### src/rtl/uart_pkg.sv
// Shared definitions for the UART receive path: FSM state encoding and
// oversampling constants used by the receiver and its bench.
package uart_pkg;

    typedef enum logic [1:0] {
        ST_IDLE  = 2'd0,
        ST_START = 2'd1,
        ST_DATA  = 2'd2,
        ST_STOP  = 2'd3
    } rx_state_t;

    localparam int OVERSAMPLE  = 16;
    localparam int START_MID   = 7;
    localparam int DEF_NB_DATA = 8;
    localparam int DEF_SB_TICK = 16;

endpackage

### src/rtl/rx_sync_module.sv
// Two-flop synchronizer for the asynchronous RX line; both flops reset to the
// idle level so a reset never looks like a start bit.
module rx_sync_module (
    input  logic clk,
    input  logic reset,
    input  logic rx,
    output logic rx_s
);

    logic meta;

    always_ff @(posedge clk) begin
        if (reset) begin
            meta <= 1'b1;
            rx_s <= 1'b1;
        end else begin
            meta <= rx;
            rx_s <= meta;
        end
    end

endmodule

### src/rtl/uart_rx_module.sv
// 16x oversampling UART receiver: detects the start edge, verifies it at
// mid-bit, samples each data bit at its centre and reports the stop-bit level.
module uart_rx_module
    import uart_pkg::*;
#(
    parameter int NB_DATA         = DEF_NB_DATA,
    parameter int SB_TICK         = DEF_SB_TICK,
    parameter int NB_TICK_COUNTER = 5
) (
    input  logic               i_clk,
    input  logic               i_reset,
    input  logic               i_tick,
    input  logic               i_rx,
    output logic               o_rx_done_tick,
    output logic [NB_DATA-1:0] o_data,
    output logic               o_frame_err
);

    localparam int NB_BIT_COUNTER = $clog2(NB_DATA);
    localparam int MAX_TICK       = (SB_TICK > OVERSAMPLE) ? SB_TICK : OVERSAMPLE;

    localparam logic [NB_TICK_COUNTER-1:0] S_START_MID = NB_TICK_COUNTER'(START_MID);
    localparam logic [NB_TICK_COUNTER-1:0] S_BIT_END   = NB_TICK_COUNTER'(OVERSAMPLE - 1);
    localparam logic [NB_TICK_COUNTER-1:0] S_STOP_END  = NB_TICK_COUNTER'(SB_TICK - 1);
    localparam logic [NB_BIT_COUNTER-1:0]  N_LAST      = NB_BIT_COUNTER'(NB_DATA - 1);

    if (NB_DATA < 5 || NB_DATA > 9 || (2 ** NB_TICK_COUNTER) < MAX_TICK) begin : g_param_check
        $error("uart_rx_module: NB_DATA must be 5..9 and NB_TICK_COUNTER must hold SB_TICK-1");
    end

    logic rx_s;

    rx_sync_module u_sync (
        .clk   (i_clk),
        .reset (i_reset),
        .rx    (i_rx),
        .rx_s  (rx_s)
    );

    rx_state_t                  state, state_next;
    logic [NB_TICK_COUNTER-1:0] s, s_next;
    logic [NB_BIT_COUNTER-1:0]  n, n_next;
    logic [NB_DATA-1:0]         b, b_next;
    logic [NB_DATA-1:0]         data_next;
    logic                       frame_err_next;
    logic                       done_next;

    always_ff @(posedge i_clk) begin
        if (i_reset) begin
            state          <= ST_IDLE;
            s              <= '0;
            n              <= '0;
            b              <= '0;
            o_data         <= '0;
            o_frame_err    <= 1'b0;
            o_rx_done_tick <= 1'b0;
        end else begin
            state          <= state_next;
            s              <= s_next;
            n              <= n_next;
            b              <= b_next;
            o_data         <= data_next;
            o_frame_err    <= frame_err_next;
            o_rx_done_tick <= done_next;
        end
    end

    // Counters advance only on ticks; IDLE reacts to the edge without one so
    // a tick coinciding with the edge is never counted.
    always_comb begin
        state_next     = state;
        s_next         = s;
        n_next         = n;
        b_next         = b;
        data_next      = o_data;
        frame_err_next = o_frame_err;
        done_next      = 1'b0;

        case (state)
            ST_IDLE: begin
                if (!rx_s) begin
                    state_next = ST_START;
                    s_next     = '0;
                end
            end
            ST_START: begin
                if (i_tick) begin
                    if (s == S_START_MID) begin
                        s_next = '0;
                        if (!rx_s) begin
                            state_next = ST_DATA;
                            n_next     = '0;
                        end else begin
                            state_next = ST_IDLE;
                        end
                    end else begin
                        s_next = s + 1'b1;
                    end
                end
            end
            ST_DATA: begin
                if (i_tick) begin
                    if (s == S_BIT_END) begin
                        s_next = '0;
                        b_next = {rx_s, b[NB_DATA-1:1]};
                        if (n == N_LAST) begin
                            state_next = ST_STOP;
                        end else begin
                            n_next = n + 1'b1;
                        end
                    end else begin
                        s_next = s + 1'b1;
                    end
                end
            end
            ST_STOP: begin
                if (i_tick) begin
                    if (s == S_STOP_END) begin
                        state_next     = ST_IDLE;
                        data_next      = b;
                        frame_err_next = ~rx_s;
                        done_next      = 1'b1;
                    end else begin
                        s_next = s + 1'b1;
                    end
                end
            end
            default: state_next = ST_IDLE;
        endcase
    end

endmodule

### config.mk
export PLATFORM = sky130hd
export DESIGN_NAME = uart_rx_module
export DESIGN_NICKNAME = d
export VERILOG_FILES = /design/src/rtl/uart_pkg.sv /design/src/rtl/rx_sync_module.sv /design/src/rtl/uart_rx_module.sv
export SDC_FILE = /design/constraint.sdc
export NUM_CORES = 1
export LEC_CHECK = 0
export CORE_MARGIN = 2
export CORE_UTILIZATION = 55
export DETAILED_ROUTE_END_ITERATION = 10
export HOLD_SLACK_MARGIN = 0.1
export PLACE_DENSITY = 0.77
export SLEW_MARGIN = 20
export SYNTH_ARGS = -nofsm -noshare
export SYNTH_HDL_FRONTEND = slang
export SYNTH_HIERARCHICAL = 1
export SYNTH_SLANG_ARGS = --single-unit
### constraint.sdc
create_clock -name i_clk -period 2.5 [get_ports i_clk]
set_input_delay 0.375 -clock i_clk [delete_from_list [all_inputs] [get_ports i_clk]]
set_output_delay 0.375 -clock i_clk [all_outputs]
set_load 0.02 [all_outputs]
==> impl_results.html <==
<table>
<tr><th>Metric</th><th>Value</th></tr>
<tr><th colspan="2">Outcome</th></tr>
<tr><td>Run status</td><td>completed</td></tr>
<tr><th colspan="2">Global route</th></tr>
<tr><td>Global routing usage summed across all routing layers</td><td>21.7%</td></tr>
<tr><td>Vias in the first global route</td><td>972</td></tr>
<tr><td>Highest-utilization routing layer at the global route stage</td><td>met2</td></tr>
<tr><td>First-pass GRT wire length</td><td>4.34 mm</td></tr>
<tr><td>Met1 Resource Use GR</td><td>26.9%</td></tr>
<tr><td>Met2 routing resource usage after global routing</td><td>33.3%</td></tr>
<tr><td>Total gr overflow</td><td>0</td></tr>
<tr><td>Initial antenna violation count</td><td>0</td></tr>
<tr><td>Met3 Use GR</td><td>8.89%</td></tr>
<tr><td>Pin count of the biggest net entering global routing</td><td>20</td></tr>
<tr><th colspan="2">Detailed routing</th></tr>
<tr><td>Post-route DRC</td><td>0</td></tr>
<tr><td>Pre-antenna DRT Iters</td><td>4</td></tr>
<tr><td>Vias per std cell</td><td>5.82</td></tr>
<tr><td>Remaining number of nets flagged by the antenna check after routing</td><td>0</td></tr>
<tr><td>Vias after detailed routing</td><td>1117</td></tr>
<tr><td>Final wirelength</td><td>2.68 mm</td></tr>
<tr><td>Iteration-0 DRC count of the detailed router</td><td>35</td></tr>
<tr><td>Routed wire length per instance</td><td>13.9 um</td></tr>
<tr><th colspan="2">Worst setup path</th></tr>
<tr><td>CP max stage delay</td><td>0.59 ns</td></tr>
<tr><td>Worst-path cell with the longest stage delay</td><td>dfxtp_1</td></tr>
<tr><td>Critical path start-end classification</td><td>reg -&gt; reg</td></tr>
<tr><td>WP buf/inv</td><td>1</td></tr>
<tr><td>Count of cells along the worst register-to-register path</td><td>5</td></tr>
<tr><td>Internal reg-to-reg setup slack</td><td>0.60 ns</td></tr>
<tr><td>Required time of the critical path</td><td>2.73 ns</td></tr>
<tr><td>Sequence of cells on the critical path</td><td>and2_0, nand4_1, buf_4, mux2i_1, nor2_1</td></tr>
<tr><td>Largest delay contributor family on the critical path</td><td>simple AND/OR/NAND/NOR gates</td></tr>
<tr><td>Startpoint class of the critical path</td><td>flip-flop</td></tr>
<tr><td>Kind of capture point of the worst setup path</td><td>flip-flop</td></tr>
<tr><td>Worst path arrival time</td><td>2.13 ns</td></tr>
<tr><td>Worst-path maximum fanout</td><td>10</td></tr>
<tr><td>End of the worst register-to-register path</td><td>o_data[4]</td></tr>
<tr><td>Startpoint of the worst-slack reg-to-reg timing path</td><td>s[3]</td></tr>
<tr><th colspan="2">Timing</th></tr>
<tr><td>Worst Clk Skew</td><td>0.00589 ns</td></tr>
<tr><td>Peak Freq</td><td>526 MHz</td></tr>
<tr><td>Endpoints failing hold</td><td>0</td></tr>
<tr><td>Clock period minus worst slack</td><td>1.90 ns</td></tr>
<tr><td>Remaining max-slew budget at the tightest pin</td><td>63.4%</td></tr>
<tr><td>Final-report setup violation count</td><td>0</td></tr>
<tr><td>Final worst-path cycle share</td><td>76.0%</td></tr>
<tr><td>Slew @ Worst Pin</td><td>0.548 ns</td></tr>
<tr><td>Setup repair after global routing missed its margin</td><td>false</td></tr>
<tr><td>Number of max-slew violations in the final report</td><td>0</td></tr>
<tr><td>TNS Setup</td><td>0 ns</td></tr>
<tr><th colspan="2">Synthesis</th></tr>
<tr><td>Summed instance area of the synthesized netlist</td><td>1370 sq um</td></tr>
<tr><td>Ys Warns</td><td>6</td></tr>
<tr><td>Flip-flop and latch count after synthesis</td><td>30</td></tr>
<tr><td>Number of enable flip-flop cells after synthesis</td><td>0</td></tr>
<tr><td>Post-Synthesis Mean Instance Area</td><td>9.21 sq um</td></tr>
<tr><td>Synthesized instance count</td><td>149</td></tr>
<tr><td>Synthesized net count</td><td>157</td></tr>
<tr><td>Top FF cell, synth</td><td>dfxtp_1</td></tr>
<tr><td>Sequential cell area fraction in the yosys report</td><td>43.8%</td></tr>
<tr><td>Fraction of registers with async set/reset</td><td>0%</td></tr>
<tr><td>Count of unique library cells instantiated by Yosys</td><td>40</td></tr>
<tr><th colspan="2">Clock network</th></tr>
<tr><td>Cell at the root of the clock tree</td><td>clkbuf_4</td></tr>
<tr><td>Total clock sinks</td><td>30</td></tr>
<tr><td>Buffer count from post-CTS setup fixing</td><td>0</td></tr>
<tr><td>Cts bufs inserted</td><td>5</td></tr>
<tr><td>Maximum level of the CTS H-tree</td><td>2</td></tr>
<tr><td>Clk pin slew, worst setup/hold paths</td><td>0.10 ns</td></tr>
<tr><td>Count of instances resized after the clock tree is built</td><td>0</td></tr>
<tr><td>Total of hold buffers inserted after clock tree synthesis</td><td>0</td></tr>
<tr><td>Clock tree from TritonCTS</td><td>yes</td></tr>
<tr><td>Clk Latency, worst-skew pair</td><td>0.33 ns</td></tr>
<tr><td>Clk buf depth</td><td>2</td></tr>
<tr><th colspan="2">Die</th></tr>
<tr><td>Die X</td><td>54.0 um</td></tr>
<tr><td># rows</td><td>18</td></tr>
<tr><td>Vertical extent of the die</td><td>54.0 um</td></tr>
<tr><td>Num ports</td><td>14</td></tr>
<tr><td>Area of the die</td><td>2910 sq um</td></tr>
<tr><td>Effective utilization at floorplan</td><td>57.0%</td></tr>
<tr><td>Core Area</td><td>2410 sq um</td></tr>
<tr><th colspan="2">Pwr</th></tr>
<tr><td>Int Power</td><td>630 uW</td></tr>
<tr><td>Switching power summed over all nets</td><td>195 uW</td></tr>
<tr><td>Clk pwr share</td><td>37.0%</td></tr>
<tr><td>Cell area power density</td><td>532 nW/um^2</td></tr>
<tr><td>Static leakage power</td><td>0.000618 uW</td></tr>
<tr><td>Combinational share of power</td><td>4.3%</td></tr>
<tr><td>Max VDD drop</td><td>644 uV</td></tr>
<tr><td>Switching share of power</td><td>23.6%</td></tr>
<tr><td>Share of power burned in registers</td><td>58.8%</td></tr>
<tr><th colspan="2">Cells and area</th></tr>
<tr><td>Non-filler cells in the finished layout</td><td>192</td></tr>
<tr><td>Antenna Diode Count</td><td>0</td></tr>
<tr><td>Fraction of final layout cells with drive strength greater than 1</td><td>11.1%</td></tr>
<tr><td>P&amp;R area growth vs syn</td><td>12.9%</td></tr>
<tr><td>Filler Cell Count</td><td>218</td></tr>
<tr><td>Non-Filler Cell Area, Final</td><td>1550 sq um</td></tr>
<tr><td>Number of nets in the finished design</td><td>169</td></tr>
<tr><th colspan="2">Min path</th></tr>
<tr><td>Hold-critical path endpoint</td><td>u_sync/rx_s</td></tr>
<tr><td>Count of cells along the worst hold path</td><td>1</td></tr>
<tr><td>Start point of the worst hold path</td><td>u_sync/meta</td></tr>
<tr><td>Classification of the worst-slack hold path</td><td>reg -&gt; reg</td></tr>
<tr><th colspan="2">Placed design</th></tr>
<tr><td>Post-DP HPWL</td><td>1.86 mm</td></tr>
<tr><td>Final RePlAce weighted congestion</td><td>0.860</td></tr>
<tr><td>Standard cell area after detailed placement</td><td>1490 sq um</td></tr>
<tr><td>Post-placement cell count</td><td>184</td></tr>
<tr><td>IO Port Bufs</td><td>13</td></tr>
<tr><th colspan="2">Job</th></tr>
<tr><td>Max-cap violation count</td><td>0</td></tr>
</table>
placed cells by master, fill, tap and decap left out, types with 2 or more instances in the layout:
cell,n
mux2i_1,10
clkbuf_4,5
nand4_1,2
nand2_1,20
or2_1,3
nor3_1,3
and3_2,2
clkdlybuf4s50_1,13
buf_4,2
a211oi_1,2
a21oi_1,13
a22o_1,2
ha_1,4
dfxtp_1,30
o31a_1,3
o21ai_0,5
nand3_1,4
inv_1,6
nor2_1,11
registers in the layout (all words and copies together), names as in the netlist, named ones only:
signal / count
u_sync/rx_s: 1
state: 1
o_data: 8
o_frame_err: 1
b: 8
n: 3
o_rx_done_tick: 1
s: 5
u_sync/meta: 1
power groups by stage:
stage	clock (uW)	combinational [uW]	sequential, uW
2_1_floorplan	0	26.3	493
3_3_place_gp	0	34.2	496
3_5_place_dp	0	34.8	496
4_1_cts	317	34.9	485
5_1_grt	339	39.1	486
6_report	305	35.2	485
how the worst max path moves through the flow:
stage | cells past startpoint | startpoint | end | slack [ns]
final | 5 | s[3] | o_data[4] | 0.60
after global routing | 5 | s[3] | o_data[4] | 0.49
after CTS | 5 | s[3] | o_data[4] | 0.65
after detailed placement | 5 | i_tick | o_data[4] | 0.61
after global placement | 4 | i_tick | n[0] | 0.67
after floorplan | 6 | s[0] | n[0] | 0.93
synth_stat cells (2+ instances only):
cell | number | area (sq um)
dfxtp_1 | 30 | 601
nand2_1 | 20 | 75.1
a21oi_1 | 13 | 65.1
nor2_1 | 11 | 41.3
mux2i_1 | 10 | 100
inv_1 | 6 | 22.5
o21ai_0 | 5 | 25.0
ha_1 | 4 | 50.1
nand3_1 | 4 | 20.0
buf_4 | 3 | 22.5
clkbuf_1 | 3 | 11.3
nor3_1 | 3 | 15.0
o31a_1 | 3 | 26.3
or2_1 | 3 | 18.8
a211oi_1 | 2 | 15.0
a22o_1 | 2 | 17.5
and3_2 | 2 | 15.0
buf_2 | 2 | 10.0
nand4_1 | 2 | 12.5
area by class of cell:
type | instances | area [sq um] | area share, %
multi-input cells | 103 | 681 | 43.9
inverters | 6 | 22.5 | 1.45
well taps | 30 | 37.5 | 2.42
clock buffers | 6 | 51.3 | 3.31
repair buffers | 15 | 145 | 9.36
clock inverters | 2 | 12.5 | 0.807
flip-flops and latches | 30 | 601 | 38.7
cells by family after synthesis:
logic type	after synthesis	share of synthesized area (%)
buffers and inverters	16	6.65
multiplexers	11	8.39
flip-flops	30	43.8
adder cells (fa/ha/maj)	4	3.65
AO/OA/AOI/OAI	33	15.7
AND/OR/NAND/NOR	55	21.9
layer usage:
layer	up-vias	wire (um)
met5	-	0
met4	0	45
met1	516	1210
met2	37	1250
li1	558	-
met3	6	179
metrics by stage:
step | utilization (%) | setup slack (ns) | hold WS (ns) | power [uW]
2_1_floorplan | - | 0.928 | 0.385 | 519
3_5_place_dp | 61.7 | 0.611 | 0.393 | 531
4_1_cts | 64.3 | 0.652 | 0.416 | 836
5_1_grt | 64.3 | 0.491 | 0.455 | 864
6_report | 64.3 | 0.600 | 0.412 | 824
3_3_place_gp | 61.7 | 0.674 | 0.388 | 530
No activity file was read; power rests on OpenSTA's default activity.
